`config.mk`:
```
export PLATFORM = sky130hd
export DESIGN_NAME = instr_fetch
export DESIGN_NICKNAME = d
export VERILOG_FILES = /design/src/rtl/instr_fetch.sv
export SDC_FILE = /design/constraint.sdc
export NUM_CORES = 1
export LEC_CHECK = 0
export BUFFER_PORTS_ARGS = -buffer_cell sky130_fd_sc_hd__clkbuf_2
export CORE_MARGIN = 2
export CORE_UTILIZATION = 37
export DETAILED_ROUTE_END_ITERATION = 7
export PLACE_DENSITY_LB_ADDON = 0.12
export SLEW_MARGIN = 15
export SYNTH_ARGS = -nofsm -noshare
export SYNTH_HDL_FRONTEND = slang
export SYNTH_SLANG_ARGS = --single-unit
export TNS_END_PERCENT = 5
```
`constraint.sdc`:
```
create_clock -name Clk -period 1.2 [get_ports Clk]
set_input_delay 0.18 -clock Clk [delete_from_list [all_inputs] [get_ports Clk]]
set_output_delay 0.18 -clock Clk [all_outputs]
set_load 0.02 [all_outputs]
```
`src/rtl/instr_fetch.sv`:
```
`timescale 1ns/1ps
// Instruction fetch front end.
// Reads the next word from a synchronous instruction ROM, strobes the IR load
// enable for one cycle, and then advances the PC. Absolute PC loads are accepted in IDLE.
module instr_fetch #(
    parameter int unsigned ADDR_WIDTH   = 7,
    parameter int unsigned READ_LATENCY = 1,
    parameter int unsigned RESET_PC     = 0
) (
    input  logic                  Clk,
    input  logic                  Reset,
    input  logic                  FetchReq,
    input  logic                  PcLoad,
    input  logic [ADDR_WIDTH-1:0] PcLoadVal,
    output logic [ADDR_WIDTH-1:0] RomAddr,
    input  logic [15:0]           RomData,
    output logic [15:0]           IrData,
    output logic                  Id,
    output logic                  FetchDone,
    output logic                  Busy,
    output logic [ADDR_WIDTH-1:0] Pc
);

    // Two bits cover the full legal latency range of 1..4.
    localparam int unsigned CNT_W = 2;

    typedef enum logic [1:0] {
        ST_IDLE = 2'd0,
        ST_WAIT = 2'd1,
        ST_LOAD = 2'd2
    } state_t;

    state_t                  r_state;
    state_t                  w_state_nxt;
    logic [ADDR_WIDTH-1:0]   r_pc;
    logic [ADDR_WIDTH-1:0]   w_pc_nxt;
    logic [CNT_W-1:0]        r_cnt;
    logic [CNT_W-1:0]        w_cnt_nxt;
    logic                    r_id;
    logic                    r_busy;

    // State, PC, and latency counter registers. The strobes are registered from the next state.
    always_ff @(posedge Clk) begin
        if (Reset) begin
            r_state <= ST_IDLE;
            r_pc    <= ADDR_WIDTH'(RESET_PC);
            r_cnt   <= '0;
            r_id    <= 1'b0;
            r_busy  <= 1'b0;
        end else begin
            r_state <= w_state_nxt;
            r_pc    <= w_pc_nxt;
            r_cnt   <= w_cnt_nxt;
            r_id    <= (w_state_nxt == ST_LOAD);
            r_busy  <= (w_state_nxt != ST_IDLE);
        end
    end

    // Next-state logic. Requests are honoured only in IDLE, so the PC is stable during a fetch.
    always_comb begin
        w_state_nxt = r_state;
        w_pc_nxt    = r_pc;
        w_cnt_nxt   = r_cnt;
        unique case (r_state)
            ST_IDLE: begin
                // A PC load and a fetch request in the same cycle both take effect.
                // The fetch therefore reads from the newly loaded target.
                if (PcLoad) begin
                    w_pc_nxt = PcLoadVal;
                end
                if (FetchReq) begin
                    w_state_nxt = ST_WAIT;
                    w_cnt_nxt   = '0;
                end
            end
            ST_WAIT: begin
                w_cnt_nxt = r_cnt + CNT_W'(1);
                if (r_cnt == CNT_W'(READ_LATENCY - 1)) begin
                    w_state_nxt = ST_LOAD;
                end
            end
            ST_LOAD: begin
                w_pc_nxt    = r_pc + ADDR_WIDTH'(1);
                w_state_nxt = ST_IDLE;
            end
            default: begin
                w_state_nxt = ST_IDLE;
            end
        endcase
    end

    assign RomAddr   = r_pc;
    assign Pc        = r_pc;
    assign IrData    = RomData;
    assign Id        = r_id;
    assign FetchDone = r_id;
    assign Busy      = r_busy;

endmodule

```
==> results.md, run 1 <==
- Outcome: complete, but fails checks
- Failing checks: setup timing
- Clock skew: 4.45 ps
- Overflow after GRT: 0
- Min Tclk post-route: 1250 ps
- Full die area: 2770 um^2
- Sequential area share after synthesis: 29.8%
- CP Capture Type: flip-flop
- Total Power: 1.10 mW
- Synth unique cells: 35
- Syn avg cell area: 8.57 um^2
- Post CTS Setup Buffer Count: 0
- R2R Setup Slk: -50 ps
- Vias per Instance: 5.05
- Placed Area: 1000 um^2
- Largest net degree at the start of global routing: 14
- Vias in the first global route: 736
- Fin. Hold Viols: 0
- WHS Path Cells: 3
- Mapped cell area: 875 um^2
- CP Max Fanout: 4
- Slew headroom: 82.4%
- R2R Path End: Pc[6]
- EDFF count, synth: 0
- Clock tree buffer depth: 2
- Met1 Use GR: 21.1%
- Initial antenna violation count: 0
- Async S/R FF share, synth: 0%
- CTS Sinks: 13
- CP arrival: 1450 ps
- First-pass GRT wire length: 3280 um
- Peak supply drop: 429 uV
- Layout fillers: 229
- Crit-path slowest cell: or4b_1
- Number of buffers and inverters on the critical path: 0
- Max-Cap Viols: 0
- Clock network power share: 25.3%
- CTS clk-pin slew, worst paths: 90 ps
- Synthesized net count: 131
- H-tree Lvls: 1
- CP Class: flip-flop to flip-flop
- Gate power share: 28.8%
- Cells after Synth: 102
- Post-route cell area: 1060 um^2
- Die W: 52.6 um
- Startpoint Class: flip-flop
- Average wire per standard cell: 13.0 um
- Core Area: 2230 um^2
- Crit-path max cell delay: 470 ps
- GRT Total Usage: 15.9%
- Post-synthesis register bit count: 13
- CP cell instances: ha_4, nand3_4, or4b_1, o211ai_1
- Int Pwr: 0.743 mW
- Share of power burned in registers: 45.9%
- Hold_buf cts: 0
- DR vias: 758
- LEAKAGE: 0.477 nW
- GR Util met3: 2.86%
- DR pass1 iterations: 4
- Placed Cells: 146
- Yosys warnings: 0
- CTS tree: done
- Crit-path leading delay family: simple AND/OR/NAND/NOR gates
- Routed WL: 1950 um
- RSZ-0062 raised after global routing: yes
- Top Usage Layer GRT: met2
- GRT met2 Usage: 24.0%
- Fin crit share: 104%
- Setup-failing EPs final: 3
- # DRC: 0
- Root Driver: clkbuf_4
- Row count: 17
- Final nets: 152
- Req. time, crit path: 1400 ps
- Hold endpoint: Pc[4]
- HPWL Detailed: 1490 um
- Fin worst setup slack: -53.0 ps
- Post-route antenna net violation count: 0
- Post-Layout Cell Count: 150
- Max Slew Vio Count: 0
- Fmax: 0.798 GHz
- NetSw: 0.354 mW
- Clock buffer count from CTS: 3
- Drt initial violations: 6
- Die Ht: 52.6 um
- Routability cong.: 0.728
- Min-delay src: PcLoadVal[4]
- Starting Density: 39.2%
- R2R cell count: 4
- Reg-to-reg startpoint: Pc[1]
- Clk_lat worst skew: 270 ps
- Switching Fraction: 32.3%
- Antenna diode count: 0
- Ports: 60
- Most used DFF post-synth: dfxtp_1
- Hold Crit Class: input pin to flip-flop
- Pwr dens: 1030 nW/um^2
- Least-Margin Pin Slew: 263 ps
- Syn-to-layout area delta: 21.6%
- Port bufs: 27
- Layout cell share with drive strength beyond 1: 52.5%
## layout by cell type, fill, tap and decap left out, types with 2 or more instances in the layout
master,instances
nand2b_1,2
o21ai_0,3
o2111ai_1,2
clkbuf_4,3
or4b_1,2
dfxtp_4,3
mux2i_1,2
o211ai_1,2
nor4_1,2
nor2_1,5
clkbuf_2,27
a22oi_1,2
dfxtp_1,5
nand2_1,4
inv_1,7
a21oi_1,5
nor3_1,2
buf_4,16
dfxtp_2,5
or3_1,2
## sequential cells by signal, indices dropped and copies added (netlist names)
signal     count
Pc             7
Busy           1
FetchDone      1
r_cnt          2
r_state        2
## logic make-up after synthesis
| logic type | count (synthesis) | share of synthesized area, % |
|---|---|---|
| compound gates | 23 | 20.0 |
| fa+ha+maj | 2 | 2.86 |
| buf+inv | 35 | 26.3 |
| flops | 13 | 29.8 |
| mux | 3 | 3.58 |
| simple gates | 26 | 17.5 |
## worst reg2reg max path, stage by stage (launching register included)
cell and delay, ps:
dfxtp_4 380, ha_4 160, nand3_4 90, or4b_1 470, o211ai_1 90
## metrics by stage
step / utilization (%) / hold slack [ps] / worst slack [ps] / TNS, ps
floorplan: - / 330 / -35.7 / -67.8
global placement: 44.9 / 360 / -52.7 / -120
detailed placement: 44.9 / 360 / -72.8 / -252
CTS: 46.5 / 144 / -53.4 / -116
global route: 47.6 / 177 / -130 / -326
finish: 47.6 / 157 / -53.0 / -102
## worst max path at each step
stage	slack, ps	cells past startpoint	end	startpoint
4_1_cts	-50	4	Pc[6]	Pc[1]
3_3_place_gp	-50	3	Pc[5]	r_state[0]
3_5_place_dp	-70	4	Pc[2]	r_state[1]
5_1_grt	-130	4	Pc[6]	Pc[1]
2_1_floorplan	-40	4	Pc[6]	Pc[1]
6_report	-50	4	Pc[6]	Pc[1]
## area by class of cell
type	count	area, um^2	area share [%]
clock buffer	4	26.3	2.47
inverter	7	26.3	2.47
multi-input combinational	54	428	40.2
sequential	13	278	26.1
tap	28	35.0	3.29
timing repair buffer	44	270	25.4
## routing by layer
metal  wire length, um  up-vias
li1                  -      381
met5                 0        -
met3               129       14
met1               902      344
met4                63        0
met2               852       19
## cell usage after synthesis, drive strengths merged (2+ instances only)
cell	n	area share [%]
a21oi	5	2.9
a22oi	2	1.7
buf	28	23
dfxtp	13	30
ha	2	2.9
inv	7	3.0
mux2i	2	2.3
nand2	4	1.7
nand2b	3	2.4
nand3	2	1.1
nor2	5	2.1
nor3	2	1.1
nor4	2	1.4
o2111ai	2	2.0
o211ai	2	1.7
o21ai	3	1.7
or3	2	1.4
or4b	2	2.3
## power groups by stage
stage | logic, mW | registers [mW] | clock network, mW
2_1_floorplan | 0.252 | 0.536 | 0
3_3_place_gp | 0.309 | 0.508 | 0
3_5_place_dp | 0.310 | 0.510 | 0
4_1_cts | 0.314 | 0.503 | 0.301
5_1_grt | 0.347 | 0.510 | 0.312
6_report | 0.316 | 0.504 | 0.277
## repair_timing
item / CTS / global route
resized for setup: 3 / 7
endpoints found under the hold margin: 0 / 0
setup endpoints to repair: 5 / 7
pin swaps: 0 / 1
(Power assumes the default switching activity.)
==> inputs of run 2 (changes only) <==
--- a/config.mk
+++ b/config.mk
@@ -10,6 +10,7 @@
 export CORE_UTILIZATION = 37
 export DETAILED_ROUTE_END_ITERATION = 7
 export PLACE_DENSITY_LB_ADDON = 0.12
+export SKIP_CTS_REPAIR_TIMING = 1
 export SLEW_MARGIN = 15
 export SYNTH_ARGS = -nofsm -noshare
 export SYNTH_HDL_FRONTEND = slang
==> run 2 against run 1 <==
Compared with the run above: the run still ends with setup timing left; count of clock-buffer cells in the layout unchanged; utilization fell by 0.22 points; non-clock buffer count did not move; combinational power about the same; clock skew shrank 0.99 ps; critical path depth is the same; final cell count did not move; highest routed layer unchanged.
==> results.md, run 2 (same netlist as run 1, synthesis figures left out) <==
- Routed WL: 1940 um (was 1950 um)
- Outcome: complete, but fails checks (unchanged)
- # DRC: 0 (unchanged)
- Layout fillers: 229 (unchanged)
- Fmax: 0.799 GHz (was 0.798 GHz)
- CTS Sinks: 13 (unchanged)
- Clock tree buffer depth: 2 (unchanged)
- Fin worst setup slack: -51.4 ps (was -53.0 ps)
- Port bufs: 27 (unchanged)
- Worst-case hold slack: 152 ps (was 157 ps)
- RSZ-0062 raised after global routing: yes (unchanged)
- Starting Density: 39.2% (unchanged)
- Fin crit share: 104% (about the same)
- Req. time, crit path: 1400 ps (about the same)
- Multi-input logic area: 423 um^2 (was 428 um^2)
- GRT Total Usage: 15.8% (was 15.9%)
- HPWL Detailed: 1490 um (unchanged)
- Most frequent cells in the layout: 27 x clkbuf_2, 16 x buf_4, 7 x inv_1 (unchanged)
- Placed Cells: 146 (unchanged)
- Largest register FFs: 7 (unchanged)
- Post-Layout Cell Count: 150 (unchanged)
- Max Slew Vio Count: 0 (unchanged)
- Post-route antenna net violation count: 0 (unchanged)
- H-tree Lvls: 1 (unchanged)
- DR pass1 iterations: 4 (unchanged)
- Ports: 60 (unchanged)
- Final nets: 152 (unchanged)
- Clock skew: 3.47 ps (was 4.45 ps)
- Vias in the first global route: 738 (was 736)
- Row count: 17 (unchanged)
- CP Capture Type: flip-flop (unchanged)
- Min Tclk post-route: 1250 ps (about the same)
- CP Class: flip-flop to flip-flop (unchanged)
- CP Max Fanout: 4 (unchanged)
- DR vias: 756 (was 758)
- Core Area: 2230 um^2 (unchanged)
- Vias per Instance: 5.04 (was 5.05)
- Fin. Hold Viols: 0 (unchanged)
- Full die area: 2770 um^2 (unchanged)
- Die Ht: 52.6 um (unchanged)
- Average wire per standard cell: 12.9 um (was 13.0 um)
- Clock buffer count from CTS: 3 (unchanged)
- Antenna diode count: 0 (unchanged)
- Crit-path max cell delay: 470 ps (about the same)
- CP cell instances: ha_4, nand3_4, or4b_1, o211ai_1 (unchanged)
- Clk_lat worst skew: 270 ps (about the same)
- Die W: 52.6 um (unchanged)
- Least-Margin Pin Slew: 264 ps (was 263 ps)
- Total Power: 1.10 mW (about the same)
- Setup TNS: -107 ps (was -102 ps)
- Layout cell share with drive strength beyond 1: 51.6% (was 52.5%)
- Failing checks: setup timing (unchanged)
- CTS clk-pin slew, worst paths: 90 ps (about the same)
- Initial antenna violation count: 0 (unchanged)
- Startpoint Class: flip-flop (unchanged)
- Slew headroom: 82.4% (about the same)
- Syn-to-layout area delta: 21.0% (was 21.6%)
- Max-Cap Viols: 0 (unchanged)
- Storage cell area: 278 um^2 (unchanged)
- Pwr dens: 1040 nW/um^2 (was 1030 nW/um^2)
- Hold Crit Class: input pin to flip-flop (unchanged)
- Peak supply drop: 430 uV (was 429 uV)
- LEAKAGE: 0.474 nW (was 0.477 nW)
- Setup-failing EPs final: 3 (unchanged)
- Root Driver: clkbuf_4 (unchanged)
- Commonest non-fill, non-tap cell in the layout: clkbuf_2 (unchanged)
- Routability cong.: 0.728 (unchanged)
- Crit-path slowest cell: or4b_1 (unchanged)
- First-pass GRT wire length: 3260 um (was 3280 um)
- Drt initial violations: 4 (was 6)
- CTS tree: done (unchanged)
- Largest net degree at the start of global routing: 14 (unchanged)
- CP arrival: 1450 ps (about the same)
- Overflow after GRT: 0 (unchanged)
- Util after Layout: 47.4% (was 47.6%)
-- run 2: cell counts in the layout (fill, tap and decap cells not counted) --
Identical to the previous run, type by type.
-- run 2: cell type report --
| class | count | area share (%) |
|---|---|---|
| inverters | 7 | 2.48 |
| repair buffers | 44 | 25.5 |
| multi-input cells | 54 | 40.0 |
| flip-flops and latches | 13 | 26.2 |
| clock buffers | 4 | 2.48 |
| well taps | 28 | 3.31 |
-- run 2: through the flow --
stage / cell area (um^2) / setup slack, ps
4_1_cts: 1030 / -85.7
3_3_place_gp: 1000 / -52.7
5_1_grt: 1060 / -131
2_1_floorplan: 908 / -35.7
6_report: 1060 / -51.4
3_5_place_dp: 1000 / -72.8
-- run 2: path summary, 6_finish.rpt --
path         cells past startpoint       end          from  slack [ps]
min reg2reg                      2  r_cnt[1]      r_cnt[1]         480
max                              4     Pc[6]         Pc[1]         -50
min                              3     Pc[4]  PcLoadVal[4]         150
max reg2reg                      4     Pc[6]         Pc[1]         -50
-- run 2: critical path: cells and delay by family, from the launching register on --
family,cells,cell delay (ps)
AND/OR/NAND/NOR,2,550
flip-flops,1,380
adder cells (fa/ha/maj),1,160
AO/OA/AOI/OAI,1,90
-- run 2: report_power, final --
part           switching [mW]  internal, mW  total, mW
Sequential             0.0389         0.465      0.504
Combinational           0.166         0.148      0.314
Clock                   0.149         0.129      0.278
Total                   0.354         0.742       1.10
-- run 2: layer usage --
metal / part of all wire, % / up-vias / GRT usage (%)
met5: 0 / - / 0
met4: 3.2 / 0 / 8.97
met3: 6.7 / 14 / 2.86
met2: 44 / 19 / 24.0
met1: 46 / 340 / 20.8
li1: - / 383 / -
